[src/rtl/wb_pkg.sv]
// Shared types and helpers for the single-master Wishbone interconnect.
package wb_pkg;

  typedef enum logic [1:0] {WB_IDLE, WB_BUSY, WB_RESP} wb_state_t;

  localparam int WB_DATA_WIDTH     = 32;
  localparam int WB_ADDR_SEL_WIDTH = 4;
  localparam int WB_MAX_SLOTS      = 256;

  // Callers size-cast the result down to their own slot count.
  function automatic logic [WB_MAX_SLOTS-1:0] onehot(input logic [7:0] slot, input int n);
    onehot = '0;
    if (32'(slot) < n) onehot[slot] = 1'b1;
  endfunction

endpackage

[src/rtl/wb_bus_timer.sv]
// Saturating busy-cycle counter; flags the last permitted cycle of a slave access.
module wb_bus_timer #(
  parameter int TIMEOUT_CYCLES = 255
) (
  input  logic clk,
  input  logic rst,
  input  logic clear,
  input  logic enable,
  output logic expired
);
  localparam int TW = $clog2(TIMEOUT_CYCLES + 1);
  localparam logic [TW-1:0] LAST = TW'(TIMEOUT_CYCLES - 1);
  localparam logic [TW-1:0] MAX  = TW'(TIMEOUT_CYCLES);

  logic [TW-1:0] count;

  always_ff @(posedge clk) begin
    if (rst || clear)              count <= '0;
    else if (enable && count != MAX) count <= count + 1'b1;
  end

  assign expired = enable && (count == LAST);

endmodule

[src/rtl/wb_nic.sv]
// Single-master Wishbone interconnect: top-bits decode, latched slot, registered
// response, error on unmapped slots and on slaves that never acknowledge.
module wb_nic
  import wb_pkg::*;
#(
  parameter int ADDR_SEL_WIDTH = WB_ADDR_SEL_WIDTH,
  parameter int DATA_WIDTH     = WB_DATA_WIDTH,
  parameter logic [(1<<ADDR_SEL_WIDTH)-1:0] SLAVE_MASK = 'h0001,
  parameter int TIMEOUT_CYCLES = 255
) (
  input  logic                                     i_clk,
  input  logic                                     i_reset,
  input  logic [31:0]                              i_wb_adr,
  input  logic [DATA_WIDTH-1:0]                    i_wb_dat,
  output logic [DATA_WIDTH-1:0]                    o_wb_dat,
  input  logic                                     i_wb_we,
  input  logic [DATA_WIDTH/8-1:0]                  i_wb_sel,
  input  logic                                     i_wb_stb,
  input  logic                                     i_wb_cyc,
  output logic                                     o_wb_ack,
  output logic                                     o_wb_err,
  output logic [31:0]                              o_slv_adr,
  output logic [DATA_WIDTH-1:0]                    o_slv_dat,
  output logic                                     o_slv_we,
  output logic [DATA_WIDTH/8-1:0]                  o_slv_sel,
  output logic [(1<<ADDR_SEL_WIDTH)-1:0]           o_slv_stb,
  output logic [(1<<ADDR_SEL_WIDTH)-1:0]           o_slv_cyc,
  input  logic [(1<<ADDR_SEL_WIDTH)-1:0]           i_slv_ack,
  input  logic [(1<<ADDR_SEL_WIDTH)*DATA_WIDTH-1:0] i_slv_dat
);
  localparam int N = 1 << ADDR_SEL_WIDTH;

  wb_state_t                 state;
  logic [ADDR_SEL_WIDTH-1:0] slot_q;
  logic [ADDR_SEL_WIDTH-1:0] req_slot;
  logic [N-1:0]              req_oh;
  logic                      req_mapped;
  logic [DATA_WIDTH-1:0]     slot_dat;
  logic                      expired;

  assign req_slot   = i_wb_adr[31 -: ADDR_SEL_WIDTH];
  assign req_oh     = N'(onehot(8'(req_slot), N));
  assign req_mapped = SLAVE_MASK[req_slot];
  assign slot_dat   = i_slv_dat[int'(slot_q)*DATA_WIDTH +: DATA_WIDTH];

  wb_bus_timer #(.TIMEOUT_CYCLES(TIMEOUT_CYCLES)) u_timer (
    .clk     (i_clk),
    .rst     (i_reset),
    .clear   (state != WB_BUSY),
    .enable  (state == WB_BUSY),
    .expired (expired)
  );

  always_ff @(posedge i_clk) begin
    if (i_reset) begin
      state     <= WB_IDLE;
      slot_q    <= '0;
      o_wb_ack  <= 1'b0;
      o_wb_err  <= 1'b0;
      o_wb_dat  <= '0;
      o_slv_adr <= '0;
      o_slv_dat <= '0;
      o_slv_we  <= 1'b0;
      o_slv_sel <= '0;
      o_slv_stb <= '0;
      o_slv_cyc <= '0;
    end else begin
      o_wb_ack <= 1'b0;
      o_wb_err <= 1'b0;
      case (state)
        WB_IDLE: begin
          if (i_wb_cyc && i_wb_stb) begin
            if (req_mapped) begin
              slot_q    <= req_slot;
              o_slv_adr <= i_wb_adr;
              o_slv_dat <= i_wb_dat;
              o_slv_we  <= i_wb_we;
              o_slv_sel <= i_wb_sel;
              o_slv_stb <= req_oh;
              o_slv_cyc <= req_oh;
              state     <= WB_BUSY;
            end else begin
              o_wb_err <= 1'b1;
              state    <= WB_RESP;
            end
          end
        end
        WB_BUSY: begin
          // A master abort takes precedence: the transaction vanishes without a response.
          if (!i_wb_cyc) begin
            o_slv_stb <= '0;
            o_slv_cyc <= '0;
            o_slv_adr <= '0;
            o_slv_dat <= '0;
            o_slv_we  <= 1'b0;
            o_slv_sel <= '0;
            state     <= WB_IDLE;
          end else if (i_slv_ack[slot_q]) begin
            o_wb_dat  <= slot_dat;
            o_wb_ack  <= 1'b1;
            o_slv_stb <= '0;
            o_slv_cyc <= '0;
            state     <= WB_RESP;
          end else if (expired) begin
            o_wb_err  <= 1'b1;
            o_slv_stb <= '0;
            o_slv_cyc <= '0;
            state     <= WB_RESP;
          end
        end
        WB_RESP: state <= WB_IDLE;
        default: state <= WB_IDLE;
      endcase
    end
  end

endmodule

[config.mk]
export PLATFORM = sky130hd
export DESIGN_NAME = wb_nic
export DESIGN_NICKNAME = d
export VERILOG_FILES = /design/src/rtl/wb_pkg.sv /design/src/rtl/wb_bus_timer.sv /design/src/rtl/wb_nic.sv
export SDC_FILE = /design/constraint.sdc
export NUM_CORES = 1
export LEC_CHECK = 0
export CORE_AREA = 2 2 287 289
export DETAILED_ROUTE_END_ITERATION = 7
export DIE_AREA = 0 0 289 291
export PLACE_DENSITY = 0.34
export SYNTH_ARGS = -nofsm -noshare
export SYNTH_HDL_FRONTEND = slang
export SYNTH_SLANG_ARGS = --single-unit
[constraint.sdc]
create_clock -name i_clk -period 2.5 [get_ports i_clk]
set_clock_uncertainty 0.1 [all_clocks]
set_input_delay 0.375 -clock i_clk [delete_from_list [all_inputs] [get_ports i_clk]]
set_output_delay 0.375 -clock i_clk [all_outputs]
set_load 0.02 [all_outputs]
After elaboration in Yosys (flattened, before gate mapping)
Memory sizes are Yosys's and may differ from the RTL's.
Cells that the tools add are included.
{ "classes": {"add_sub_neg": 1, "mul": 0, "div_mod_pow": 0, "n_lt_le_gt_ge": 4, "eq_ne": 8, "n_shift": 1, "mux": 39, "bitwise": 2, "reduce_logical": 13} }
{ "op_table": {"columns": ["op", "count"], "rows": [
  ["$shiftx A512 B10 Y32", 1],
  ["$mux W32", 5],
  ["$pmux W32 S2", 2],
  ["$mux W16", 5],
  ["$pmux W16 S2", 1],
  ["$mux W1", 12],
  ["$mux W4", 3],
  ["$lt A4 B5 Y1 const B", 2],
  ["$mux W2", 5],
  ["$lt A4 B9 Y1 const B", 1],
  ["$add A8 B1 Y8 const B", 1],
  ["$eq A8 B8 Y1 const B", 1],
  ["$ne A8 B8 Y1 const B", 1],
  ["$pmux W4 S2", 1],
  ["$reduce_and A4 Y1", 2],
  ["$ne A2 B2 Y1 const B", 3],
  ["$reduce_and A3 Y1", 2],
  ["$bmux W1 S4", 1],
  ["$demux W1 S4", 1],
  ["$ge A4 B1 Y1 const B", 1],
  ["$logic_and A1 B1 Y1", 4],
  ["$ne A4 B4 Y1 const B", 1],
  ["$pmux W1 S2", 2],
  ["$pmux W2 S2", 1],
  ["other kinds (8)", 9]
]} }
{ "word_totals": {"ff_bits": 133, "latch_bits": 0, "ram_bits": 0, "romBits": 16, "n_memories": 1} }
{ "mem_list": {"columns": ["name", "words", "width", "rd", "rd_clocked_by_memory_dff", "wr", "line", "source"], "rows": [
  ["(no name shown)", 16, 1, 1, 0, 0, "wb_nic.sv:43", "assign req_mapped = SLAVE_MASK[req_slot];"]
]} }

Logic depth before layout (Yosys ltp)
Gate-level depths: netlist of run 1.
{ "logic_depth": {"ltp_word": 7, "ltp_mapped": 8, "ltp_nobuf": 6} }

By module
A second synthesis of run 1 with hierarchy kept.
{ "hier_totals": {"cells_unflattened": 810, "hier_area_um2": 8811.0} }
{ "modules_own_cells": {"columns": ["mod", "instances", "cells_each", "area_per_inst_um2", "seq_area_each_um2"], "rows": [
  ["wb_nic", 1, 759, 8351.8, 2502.4],
  ["wb_bus_timer", 1, 51, 459.2, 160.2]
]} }

Worst setup path after synthesis of run 1
OpenSTA, ideal clock, no wires.
{ "synth_timing": {"path_type": "input-to-reg", "from": "input i_wb_adr[31]", "to": "register o_slv_adr[10]", "setup_ns": 0.128, "arrival_time_ns": 1.913, "t_required_ns": 2.272, "setup_slack_ns": 0.359, "path_stages": 7, "n_path_buf": 2, "cell_sequence": "or4_1 > or3_4 > a21o_1 > buf_6 > buf_6 > a22oi_2 > nor2_1"} }
{ "synth_between": {"elab_chain_cells": 4} }
{ "synth_rtl": {"columns": ["element", "line", "source"], "rows": [
  ["start: declaration", "wb_nic.sv:13", "input logic [31:0] i_wb_adr,"],
  ["$mem_v2 Z16 W1", null, null],
  ["$mux W1 (implied by the code)", "wb_nic.sv:43", null],
  ["$ne A2 B2 Y1 (no source line)", null, null],
  ["$reduce_and A4 Y1 (no source line)", null, null],
  ["end signal: assignment", "wb_nic.sv:75", "o_slv_adr <= i_wb_adr;"],
  ["end: declaration", "wb_nic.sv:22", "output logic [31:0] o_slv_adr,"]
]} }
Every way passes these cells. The select of a mux whose other input is x is not followed.
A chain may end at the register's enable or synchronous reset.

Worst setup path in the final report of run 1
{ "layout_timing": {"from": "register slot_q[1]", "to": "register o_wb_dat[23]"} }
{ "layout_between": {"elab_chain_cells": 3} }
{ "layout_rtl": {"columns": ["element", "line", "source"], "rows": [
  ["start: declaration", "wb_nic.sv:34", "logic [ADDR_SEL_WIDTH-1:0] slot_q;"],
  ["start signal: assignment", "wb_nic.sv:74", "slot_q <= req_slot;"],
  ["parallel branches: the longest is 3 deep, another holds $shiftx A512 B10 Y32", null, null],
  ["end signal: assignment", "wb_nic.sv:99", "o_wb_dat <= slot_dat;"],
  ["end: declaration", "wb_nic.sv:15", "output logic [DATA_WIDTH-1:0] o_wb_dat,"]
]} }
Several ways; the timed one is not identified. The select of a mux whose other input is x is not followed.

==> out/qor.tcl, run 1 <==
set qor(setup.worst_path.end_class) {flip-flop}
set qor(route.detailed.wl_per_inst_um) 22.7
set qor(core_um2) 81200
set qor(sequentialPowerShare_pct) 34.1
set qor(worst_ir_drop_vdd_uv) 419
set qor(synth_fp_nets) 1505
set qor(power.switching_fraction_pct) 26.7
set qor(cts_tree) {built}
set qor(postSynthCellCount) 902
set qor(setup_slack_ns) 0.105
set qor(critPathMaxStageDelay_ns) 0.50
set qor(final_hold_viol_count) 0
set qor(clkSinkCount) 133
set qor(grt_first_pass_wirelength_um) 84900
set qor(place.port_buffers) 735
set qor(status) {complete, no violations}
set qor(cts_buffers) 17
set qor(power_leakage_nw) 5.95
set qor(length_of_routed_met2_wiring_um) 32400
set qor(cts.root.buffer_cell) {sky130_fd_sc_hd__clkbuf_16}
set qor(post_synth_num_cell_types) 47
set qor(power.combinational.fraction_pct) 22.3
set qor(route.vias.total) 10518
set qor(fin_nets) 2212
set qor(unrepaired_setup_endpoints_after_global_routing) {false}
set qor(critPathLaunch) {slot_q[1]$_SDFFE_PP0P_}
set qor(timing.hold.worst.class) {primary input to flip-flop}
set qor(final.min_clock_period_ns) 2.40
set qor(worst-setup-path-type) {flip-flop to flip-flop}
set qor(final-setup-viol-count) 0
set qor(die_area_um2) 84100
set qor(synth.avg_cell_area_um2) 10.5
set qor(worst_slack_at_placement_ns) -0.240
set qor(critPathSlowestCell) {sky130_fd_sc_hd__o21ai_1}
set qor(final-max-slew-violation-count) 0
set qor(dp.final_hpwl_um) 50400
set qor(netlist_area_um2) 9440
set qor(initial_antenna_violation_count) 8
set qor(design.portCount) 736
set qor(drc) 0
set qor(drv_cap) 0
set qor(dr_wl_met3_um) 4430
set qor(postPlaceCellArea_um2) 18200
set qor(cp_max_fo) 59
set qor(grt_max_degree) 70
set qor(seq_total_area_yosys_pct) 28.2
set qor(arrival_worst_endpoint_ns) 2.63
set qor(required_time_at_the_worst_slack_endpoint_ns) 2.73
set qor(cts_max_path_buffers) 2
set qor(r2r_start) {slot_q[1]$_SDFFE_PP0P_}
set qor(worst_slew_margin_rel_pct) 56.3
set qor(layout_worst_path_cycle_share_pct) 95.8
set qor(worst_setup_path_start_kind) {flip-flop}
set qor(final.hold.worst_slack_ns) 0.223
set qor(switchingPower_w) 0.00167
set qor(yosysWarningCount) 0
set qor(postSynthRegisterBits) 133
set qor(met1Wirelength_um) 23600
set qor(grt_remaining_overflow) 0
set qor(rows) 105
set qor(grtUsageTotal_pct) 14.1
set qor(routed_wirelength_um) 61400
set qor(power-per-cell-area_nw_per_um2) 331
set qor(floorplan.initialDensity_pct) 11.6
set qor(cts.reportedPaths.clkPinSlew_ns) 0.07
set qor(highest-signal-layer) {met5}
set qor(worstPathBufferInverterCount) 2
set qor(crit_path_cell_trace) {buf_12 -> nand2_1 -> buf_4 -> o21ai_1 -> a21oi_1 -> o32ai_1 -> o22ai_1}
set qor(dieHeight_um) 291
set qor(drt_first_pass_iters) 4
set qor(max_freq_ghz) 0.418
set qor(cell_internal_power_w) 0.00458
set qor(first_global_vias) 11556
set qor(clock_latency_reported_for_the_late_side_of_the_worst_skew_pair_ns) 0.46
set qor(fraction_of_final_layout_cells_sized_beyond_drive_strength_1_pct) 17.0
set qor(mostFrequentLayoutCells) {sky130_fd_sc_hd__clkdlybuf4s50_1 (734), sky130_fd_sc_hd__dfxtp_1 (129), sky130_fd_sc_hd__nor2_1 (106)}
set qor(worstHoldStart) {i_reset}
set qor(mostFrequentLayoutCell) {sky130_fd_sc_hd__clkdlybuf4s50_1}
set qor(initialDrtViolationCount) 423
set qor(layout-area-overhead-vs-synth_pct) 100
set qor(die_width_um) 289
set qor(timing_worst_slew_pin_value_ns) 0.655
set qor(drtAntennaViolNets) 0
set qor(clockPowerShare_pct) 43.6
set qor(fin_util_pct) 23.3
set qor(viasPerCell) 3.89
set qor(path_delay_family) {compound AO/OA/AOI/OAI gates}
set qor(gp_routability_congestion) 0.826
set qor(final_cell_area_um2) 18900
set qor(htree_levels) 4
set qor(layout.filler_cells) 8748
set qor(setup_total_negative_slack_ns) 0
==> Yosys cell counts, drive strengths merged <==
cell	count	area, um^2
a211oi	25	188
a21o	1	7.51
a21oi	26	130
a221oi	41	359
a22o	1	8.76
a22oi	74	806
a311oi	10	161
a31oi	2	12.5
and2	6	37.5
and3b	1	8.76
and4	1	8.76
buf	61	452
clkbuf	48	180
clkinv	1	3.75
dfxtp	133	2660
ha	2	25.0
inv	6	22.5
mux2	25	282
mux2i	106	1070
mux4	68	1530
nand2	5	18.8
nand2b	26	165
nand3	4	20.0
nand4	3	18.8
nor2	109	417
nor2b	3	18.8
nor3	5	25.0
nor3b	21	208
nor4	1	6.26
o21ai	32	160
o22ai	23	144
o32ai	23	201
or3	1	11.3
or3b	1	8.76
or4	1	7.51
xnor2	4	35.0
xor2	2	17.5
==> area by class of cell <==
type,instances,area [um^2],area share [%]
Timing Repair Buffer,797,8080,42.7
Multi-Input combinational cell,653,6160,32.6
Sequential cell,133,2670,14.1
Tap cell,1070,1340,7.08
Clock buffer,17,425,2.25
Clock inverter,15,184,0.972
Inverter,7,26.3,0.139
Antenna cell,9,22.5,0.119
==> sequential cells by signal, indices dropped and copies added (netlist names) <==
| signal | cells |
|---|---|
| u_timer.count | 8 |
| o_slv_we | 1 |
| o_slv_dat | 32 |
| o_slv_cyc | 16 |
| state | 2 |
| slot_q | 4 |
| o_wb_err | 1 |
| o_wb_dat | 32 |
| o_wb_ack | 1 |
| o_slv_sel | 4 |
| o_slv_adr | 32 |
==> what timing repair did <==
item,CTS,global route
setup endpoints to repair,4,5
hold buffers,0,0
setup buffers,0,3
gates cloned,0,0
gates resized for setup,4,4
==> layer usage <==
| layer | vias to the layer above | GRT usage, % |
|---|---|---|
| li1 | 4984 | - |
| met1 | 5041 | 15.3 |
| met2 | 441 | 26.4 |
| met3 | 50 | 3.94 |
| met4 | 2 | 4.10 |
| met5 | - | 0 |
==> kinds of logic after synthesis <==
| logic type | count (synthesis) | synth area share, % |
|---|---|---|
| AOI/OAI and AO/OA | 258 | 23.1 |
| muxes | 199 | 30.6 |
| and+or+nand+nor | 188 | 10.4 |
| DFF | 133 | 28.2 |
| buffers and inverters | 116 | 6.97 |
| xor gates and xnor gates | 6 | 0.557 |
| adders and majority gates | 2 | 0.265 |
==> per-stage QoR <==
step / power, W / cells
after floorplan: 0.00248 / 902
after global placement: 0.00358 / 2657
after detailed placement: 0.00359 / 2657
after CTS: 0.00646 / 2689
after global routing: 0.00657 / 2698
final: 0.00625 / 2701
==> worst register-to-register path: cells and delay by family (launching register included) <==
kind / cells / cell delay, ns
AND/OR/NAND/NOR: 1 / 0.20
AO/OA/AOI/OAI: 4 / 0.99
flip-flops: 1 / 0.45
buffers and inverters: 2 / 0.52
==> power groups by stage <==
stage / Combinational [W] / Sequential [W] / Clock, W
3_5_place_dp: 0.00141 / 0.00218 / 0
3_3_place_gp: 0.00140 / 0.00218 / 0
4_1_cts: 0.00142 / 0.00213 / 0.00291
2_1_floorplan: 0.000282 / 0.00219 / 0
5_1_grt: 0.00148 / 0.00213 / 0.00296
6_report: 0.00140 / 0.00213 / 0.00272
==> path summary, 6_finish.rpt <==
kind / cells after the start / slack (ns) / end
worst min-delay path: 2 / 0.22 / o_slv_dat[13]$_SDFFE_PP0P_
worst max register to register: 7 / 0.10 / o_wb_dat[23]$_SDFFE_PP0P_
worst max-delay path: 7 / 0.10 / o_wb_dat[23]$_SDFFE_PP0P_
worst min register to register: 1 / 0.36 / o_slv_adr[28]$_SDFFE_PP0P_
Power figures use the tool's default switching activity.
==> run 2: changes to the inputs <==
- CELL_PAD_IN_SITES_DETAIL_PLACEMENT: unset -> 2
- CELL_PAD_IN_SITES_GLOBAL_PLACEMENT: unset -> 2
- CORE_AREA: 2 2 287 289 -> 2 2 285 287
- DIE_AREA: 0 0 289 291 -> 0 0 287 289
- PLACE_DENSITY: 0.34 -> 0.55
- SETUP_SLACK_MARGIN: unset -> 0.1
- TNS_END_PERCENT: unset -> 1
==> out/qor.tcl, run 2 (same netlist as run 1, synthesis figures left out) <==
set qor(required_time_at_the_worst_slack_endpoint_ns) 2.76 ;# +0.03 ns
set qor(htree_levels) 4 ;# unchanged
set qor(final-setup-viol-count) 0 ;# unchanged
set qor(worst_ir_drop_vdd_uv) 478 ;# +14%
set qor(fin_nets) 2217 ;# +0.23%
set qor(worst_setup_path_start_kind) {flip-flop}
set qor(timing_worst_slew_pin_value_ns) 0.896 ;# +0.241 ns
set qor(route.vias.total) 10874 ;# +3.4%
set qor(crit_path_cell_trace) {buf_16 -> mux2_2 -> o21ai_0 -> a21oi_1 -> o32ai_1 -> buf_4 -> o22ai_1}
set qor(routed_wirelength_um) 65400 ;# +6.4%
set qor(floorplan.initialDensity_pct) 11.8 ;# +0.19 points
set qor(arrival_worst_endpoint_ns) 2.61 ;# -0.02 ns
set qor(grtUsageTotal_pct) 15.3 ;# +1.1 points
set qor(cts_buffers) 17 ;# unchanged
set qor(seq_area_um2) 2670 ;# unchanged
set qor(multi_input_comb_area_um2) 6190 ;# +0.47%
set qor(drc) 0 ;# unchanged
set qor(unrepaired_setup_endpoints_after_global_routing) {true}
set qor(final.min_clock_period_ns) 2.35 ;# -0.0456 ns
set qor(cts_tree) {built}
set qor(critPathSlowestCell) {sky130_fd_sc_hd__dfxtp_4}
set qor(fraction_of_final_layout_cells_sized_beyond_drive_strength_1_pct) 17.5 ;# +0.44 points
set qor(route.detailed.wl_per_inst_um) 24.2 ;# +6.5%
set qor(power_leakage_nw) 5.94 ;# -0.21%
set qor(mostFrequentLayoutCells) {sky130_fd_sc_hd__clkdlybuf4s50_1 (734), sky130_fd_sc_hd__dfxtp_1 (129), sky130_fd_sc_hd__nor2_1 (106)}
set qor(grt_first_pass_wirelength_um) 90700 ;# +6.8%
set qor(largest_registers) {o_slv_adr x32, o_slv_dat x32, o_wb_dat x32}
set qor(path_delay_family) {compound AO/OA/AOI/OAI gates}
set qor(fin_util_pct) 23.6 ;# +0.34 points
set qor(die_width_um) 287 ;# -0.69%
set qor(status) {complete, no violations}
set qor(final-max-slew-violation-count) 0 ;# unchanged
set qor(viasPerCell) 4.03 ;# +3.5%
set qor(drtAntennaViolNets) 0 ;# unchanged
set qor(die_area_um2) 82900 ;# -1.4%
set qor(initial_antenna_violation_count) 14 ;# +6
set qor(worstPathBufferInverterCount) 2 ;# unchanged
set qor(setup.worst_path.end_class) {flip-flop}
set qor(final.hold.worst_slack_ns) 0.245 ;# +0.0214 ns
set qor(final_cell_area_um2) 18900 ;# -0.14%
set qor(initialDrtViolationCount) 390 ;# -7.8%
set qor(power-per-cell-area_nw_per_um2) 325 ;# -1.7%
set qor(max_freq_ghz) 0.426 ;# +1.9%
set qor(clock_latency_reported_for_the_late_side_of_the_worst_skew_pair_ns) 0.47 ;# about the same
set qor(clkSinkCount) 133 ;# unchanged
set qor(layout-area-overhead-vs-synth_pct) 100
set qor(rows) 104 ;# -0.95%
set qor(dieHeight_um) 289 ;# -0.69%
set qor(critPathMaxStageDelay_ns) 0.50 ;# about the same
set qor(design.portCount) 736 ;# unchanged
set qor(grt_remaining_overflow) 0 ;# unchanged
set qor(grt_max_degree) 57 ;# -19%
set qor(place.port_buffers) 735 ;# unchanged
set qor(dp.final_hpwl_um) 54200 ;# +7.5%
set qor(postPlaceCellArea_um2) 18200 ;# -0.25%
set qor(cts.root.buffer_cell) {sky130_fd_sc_hd__clkbuf_16}
set qor(first_global_vias) 12434 ;# +7.6%
set qor(cts.reportedPaths.clkPinSlew_ns) 0.08 ;# about the same
set qor(cp_max_fo) 29 ;# -51%
set qor(drv_cap) 0 ;# unchanged
set qor(core_um2) 79900 ;# -1.6%
set qor(final_hold_viol_count) 0 ;# unchanged
set qor(cts_max_path_buffers) 2 ;# unchanged
set qor(timing.hold.worst.class) {primary input to flip-flop}
set qor(mostFrequentLayoutCell) {sky130_fd_sc_hd__clkdlybuf4s50_1}
set qor(worst_slew_margin_rel_pct) 40.2 ;# -16 points
set qor(drt_first_pass_iters) 4 ;# unchanged
set qor(layout.filler_cells) 8959 ;# +2.4%
set qor(gp_routability_congestion) 0.866 ;# +4.8%
set qor(cts_hold_buffers) 0 ;# unchanged
set qor(layout_worst_path_cycle_share_pct) 94.0 ;# -1.8 points
set qor(worst-setup-path-type) {flip-flop to flip-flop}
-- run 2: cell count changes in the layout (fill, tap and decap cells not counted), moves of 2 or more --
| cell | delta |
|---|---|
| sky130_fd_sc_hd__o21ai_0 | +4 |
| sky130_fd_sc_hd__inv_8 | +2 |
| sky130_fd_sc_hd__diode_2 | +3 |
| sky130_fd_sc_hd__a221oi_1 | -3 |
| sky130_fd_sc_hd__o21ai_1 | -2 |
| sky130_fd_sc_hd__buf_4 | +8 |
| sky130_fd_sc_hd__clkinv_4 | -2 |
| sky130_fd_sc_hd__buf_12 | -5 |
| sky130_fd_sc_hd__o21ai_2 | -2 |
| sky130_fd_sc_hd__clkinv_8 | -3 |
| sky130_fd_sc_hd__a221oi_2 | +3 |
| sky130_fd_sc_hd__clkinvlp_4 | +3 |
-- run 2: path summary, 6_finish.rpt --
kind / slack, ns / cells after the start / startpoint / endpoint
setup / recovery: 0.15 / 7 / slot_q[0]$_SDFFE_PP0P_ / o_wb_dat[28]$_SDFFE_PP0P_
hold / removal: 0.24 / 2 / i_reset / o_slv_dat[13]$_SDFFE_PP0P_
setup reg to reg: 0.15 / 7 / slot_q[0]$_SDFFE_PP0P_ / o_wb_dat[28]$_SDFFE_PP0P_
hold reg to reg: 0.36 / 1 / o_slv_adr[29]$_SDFFE_PP0P_ / o_slv_adr[29]$_SDFFE_PP0P_
-- run 2: per-stage QoR --
stage          setup TNS [ns]  cells  total power, W  setup slack, ns
2_1_floorplan               0    902         0.00248            0.359
3_3_place_gp           -18.14   2651         0.00361           -0.234
3_5_place_dp           -22.92   2651         0.00363           -0.316
6_report                    0   2699         0.00614            0.150
4_1_cts                     0   2687         0.00631           0.0271
5_1_grt                     0   2695         0.00644          0.00968
-- run 2: worst reg2reg max path: stages (launching register included) --
cell and delay [ns]:
sky130_fd_sc_hd__dfxtp_4 0.50, sky130_fd_sc_hd__buf_16 0.27, sky130_fd_sc_hd__mux2_2 0.39, sky130_fd_sc_hd__o21ai_0 0.24
sky130_fd_sc_hd__a21oi_1 0.07, sky130_fd_sc_hd__o32ai_1 0.41, sky130_fd_sc_hd__buf_4 0.18, sky130_fd_sc_hd__o22ai_1 0.07
-- run 2: layer usage --
layer / track usage (%) / wire (um) / up-vias
met3: 4.70 / 4700 / 56
met5: 0 / 50 / -
met1: 16.7 / 25200 / 5378
met2: 28.0 / 34100 / 444
li1: - / - / 4990
met4: 4.73 / 1360 / 6
-- run 2: timing repair --
action                                 CTS  global route
pin swaps                                1             0
setup endpoints to repair               25            15
endpoints found under the hold margin    0             0
gates resized for setup                  3             5
cloned                                   1             0
buffers inserted                         3             0
-- run 2: layout make-up --
class / instances / area share (%)
sequential: 133 / 14.2
antenna: 12 / 0.159
tap: 1060 / 7.02
clock buffer: 18 / 2.33
timing repair buffer: 801 / 42.7
clock inverter: 14 / 0.702
inverter: 7 / 0.139
multi-input combinational: 654 / 32.8
-- run 2: power breakdown --
part	internal [W]	switching [W]	total [W]
logic	0.00103	0.000405	0.00143
clock network	0.00134	0.00123	0.00257
registers	0.00213	0.00000806	0.00213
total	0.00450	0.00164	0.00614
==> run 3: changes to the inputs <==
- TNS_END_PERCENT: 1 -> unset
==> out/qor.tcl, run 3 (same netlist as run 1, synthesis figures left out) <==
set qor(viasPerCell) 4.04 ;# +0.38%
set qor(drv_cap) 0 ;# unchanged
set qor(die_width_um) 287 ;# unchanged
set qor(max_freq_ghz) 0.430 ;# +0.99%
set qor(rows) 104 ;# unchanged
set qor(drt_first_pass_iters) 4 ;# unchanged
set qor(status) {complete, no violations}
set qor(grtUsageTotal_pct) 15.3 ;# about the same
set qor(cts.root.buffer_cell) {sky130_fd_sc_hd__clkbuf_16}
set qor(power_leakage_nw) 5.97 ;# +0.56%
set qor(crit_path_cell_trace) {clkdlybuf4s50_1 -> or4_1 -> or3_4 -> a21o_2 -> buf_12 -> a22oi_1 -> nor2_1}
set qor(worstHoldStart) {i_reset}
set qor(final_hold_viol_count) 0 ;# unchanged
set qor(clkSinkCount) 133 ;# unchanged
set qor(design.portCount) 736 ;# unchanged
set qor(worst_slew_margin_rel_pct) 40.4 ;# +0.19 points
set qor(htree_levels) 4 ;# unchanged
set qor(setup.worst_path.end_class) {flip-flop}
set qor(cts_max_path_buffers) 2 ;# unchanged
set qor(required_time_at_the_worst_slack_endpoint_ns) 2.75 ;# about the same
set qor(cp_max_fo) 38 ;# +31%
set qor(dieHeight_um) 289 ;# unchanged
set qor(place.port_buffers) 735 ;# unchanged
set qor(unrepaired_setup_endpoints_after_global_routing) {true}
set qor(r2r_start) {slot_q[2]$_SDFFE_PP0P_}
set qor(layout_worst_path_cycle_share_pct) 93.1 ;# -0.93 points
set qor(clock_latency_reported_for_the_late_side_of_the_worst_skew_pair_ns) 0.46 ;# about the same
set qor(timing.hold.worst.class) {primary input to flip-flop}
set qor(regToRegSetupSlack_ns) 0.17 ;# +0.02 ns
set qor(grt_remaining_overflow) 0 ;# unchanged
set qor(mostFrequentLayoutCells) {sky130_fd_sc_hd__clkdlybuf4s50_1 (734), sky130_fd_sc_hd__dfxtp_1 (129), sky130_fd_sc_hd__nor2_1 (106)}
set qor(first_global_vias) 12436 ;# +0.016%
set qor(initialDrtViolationCount) 369 ;# -5.4%
set qor(finalNonFillerCells) 2701 ;# +0.074%
set qor(design_power_total_w) 0.00614 ;# about the same
set qor(initial_antenna_violation_count) 14 ;# unchanged
set qor(worstPathBufferInverterCount) 2 ;# unchanged
set qor(route.detailed.wl_per_inst_um) 24.3 ;# +0.44%
set qor(drc) 0 ;# unchanged
set qor(core_um2) 79900 ;# unchanged
set qor(critPathSlowestCell) {sky130_fd_sc_hd__or4_1}
set qor(cts_buffers) 17 ;# unchanged
set qor(fraction_of_final_layout_cells_sized_beyond_drive_strength_1_pct) 17.7 ;# +0.27 points
set qor(dp.final_hpwl_um) 54200 ;# unchanged
set qor(grt_first_pass_wirelength_um) 90800 ;# about the same
set qor(final-max-slew-violation-count) 0 ;# unchanged
set qor(cts.reportedPaths.clkPinSlew_ns) 0.08 ;# about the same
set qor(routed_wirelength_um) 65700 ;# +0.51%
set qor(final-setup-viol-count) 0 ;# unchanged
set qor(fin_util_pct) 23.7 ;# +0.080 points
set qor(worst_setup_path_start_kind) {primary input}
set qor(worst-setup-path-type) {primary input to flip-flop}
set qor(cts_tree) {built}
set qor(power-per-cell-area_nw_per_um2) 324 ;# -0.38%
set qor(final.min_clock_period_ns) 2.33 ;# -0.0231 ns
set qor(worst_ir_drop_vdd_uv) 478 ;# about the same
set qor(critPathLaunch) {i_wb_adr[31]}
set qor(route.vias.total) 10923 ;# +0.45%
set qor(grt_max_degree) 57 ;# unchanged
set qor(drtAntennaViolNets) 0 ;# unchanged
set qor(mostFrequentLayoutCell) {sky130_fd_sc_hd__clkdlybuf4s50_1}
set qor(largest_registers) {o_slv_adr x32, o_slv_dat x32, o_wb_dat x32}
set qor(gp_routability_congestion) 0.866 ;# unchanged
set qor(cts_hold_buffers) 0 ;# unchanged
set qor(die_area_um2) 82900 ;# unchanged
set qor(path_delay_family) {simple AND/OR/NAND/NOR gates}
set qor(dp_cells) 2651 ;# unchanged
set qor(fin_nets) 2220 ;# +0.14%
set qor(timing_worst_slew_pin_value_ns) 0.893 ;# -0.00283 ns
set qor(layout-area-overhead-vs-synth_pct) 101
set qor(arrival_worst_endpoint_ns) 2.58 ;# -0.03 ns
set qor(floorplan.initialDensity_pct) 11.8 ;# unchanged
set qor(critPathMaxStageDelay_ns) 0.60 ;# +0.10 ns
run 3: layout make-up:
| class | instances | area, um^2 |
|---|---|---|
| antenna | 11 | 27.5 |
| clock inverter | 14 | 133 |
| multi-input combinational | 654 | 6210 |
| sequential | 133 | 2670 |
| tap | 1060 | 1330 |
| clock buffer | 18 | 439 |
| timing repair buffer | 804 | 8120 |
| fill | 8957 | 60900 |
| inverter | 7 | 26.3 |
run 3: per-layer routing:
metal / global-route usage (%) / part of all wire, % / vias up
li1: - / - / 4990
met1: 16.7 / 39 / 5413
met2: 28.0 / 52 / 460
met3: 4.70 / 7.1 / 54
met4: 4.73 / 2.0 / 6
met5: 0 / 0.061 / -
run 3: power breakdown:
| group | switching [W] | leakage (nW) | total (W) | internal [W] |
|---|---|---|---|---|
| clock network | 0.00123 | 0.272 | 0.00257 | 0.00134 |
| logic | 0.000406 | 4.63 | 0.00144 | 0.00103 |
| registers | 0.00000806 | 1.07 | 0.00213 | 0.00213 |
run 3: per-stage QoR:
stage / worst slack [ns] / cell area, um^2 / hold WS, ns / TNS, ns
finish: 0.174 / 19000 / 0.244 / 0
global route: 0.0717 / 18900 / 0.244 / 0
CTS: 0.106 / 18800 / 0.216 / 0
detailed placement: -0.316 / 18200 / 0.350 / -22.92
global placement: -0.234 / 18200 / 0.347 / -18.14
floorplan: 0.359 / 9440 / 0.378 / 0
run 3: final timing paths:
| check | depth (start not counted) | to |
|---|---|---|
| max reg2reg | 6 | o_wb_dat[30]$_SDFFE_PP0P_ |
| min | 2 | o_slv_dat[13]$_SDFFE_PP0P_ |
| min reg2reg | 1 | o_slv_adr[29]$_SDFFE_PP0P_ |
| max | 7 | o_slv_adr[1]$_SDFFE_PP0P_ |
run 3: what timing repair did:
| item | CTS | global route |
|---|---|---|
| cloned | 1 | 1 |
| gates resized for setup | 5 | 9 |
| buffers inserted | 3 | 2 |
| pin swaps | 1 | 0 |
| setup endpoints to repair | 25 | 15 |
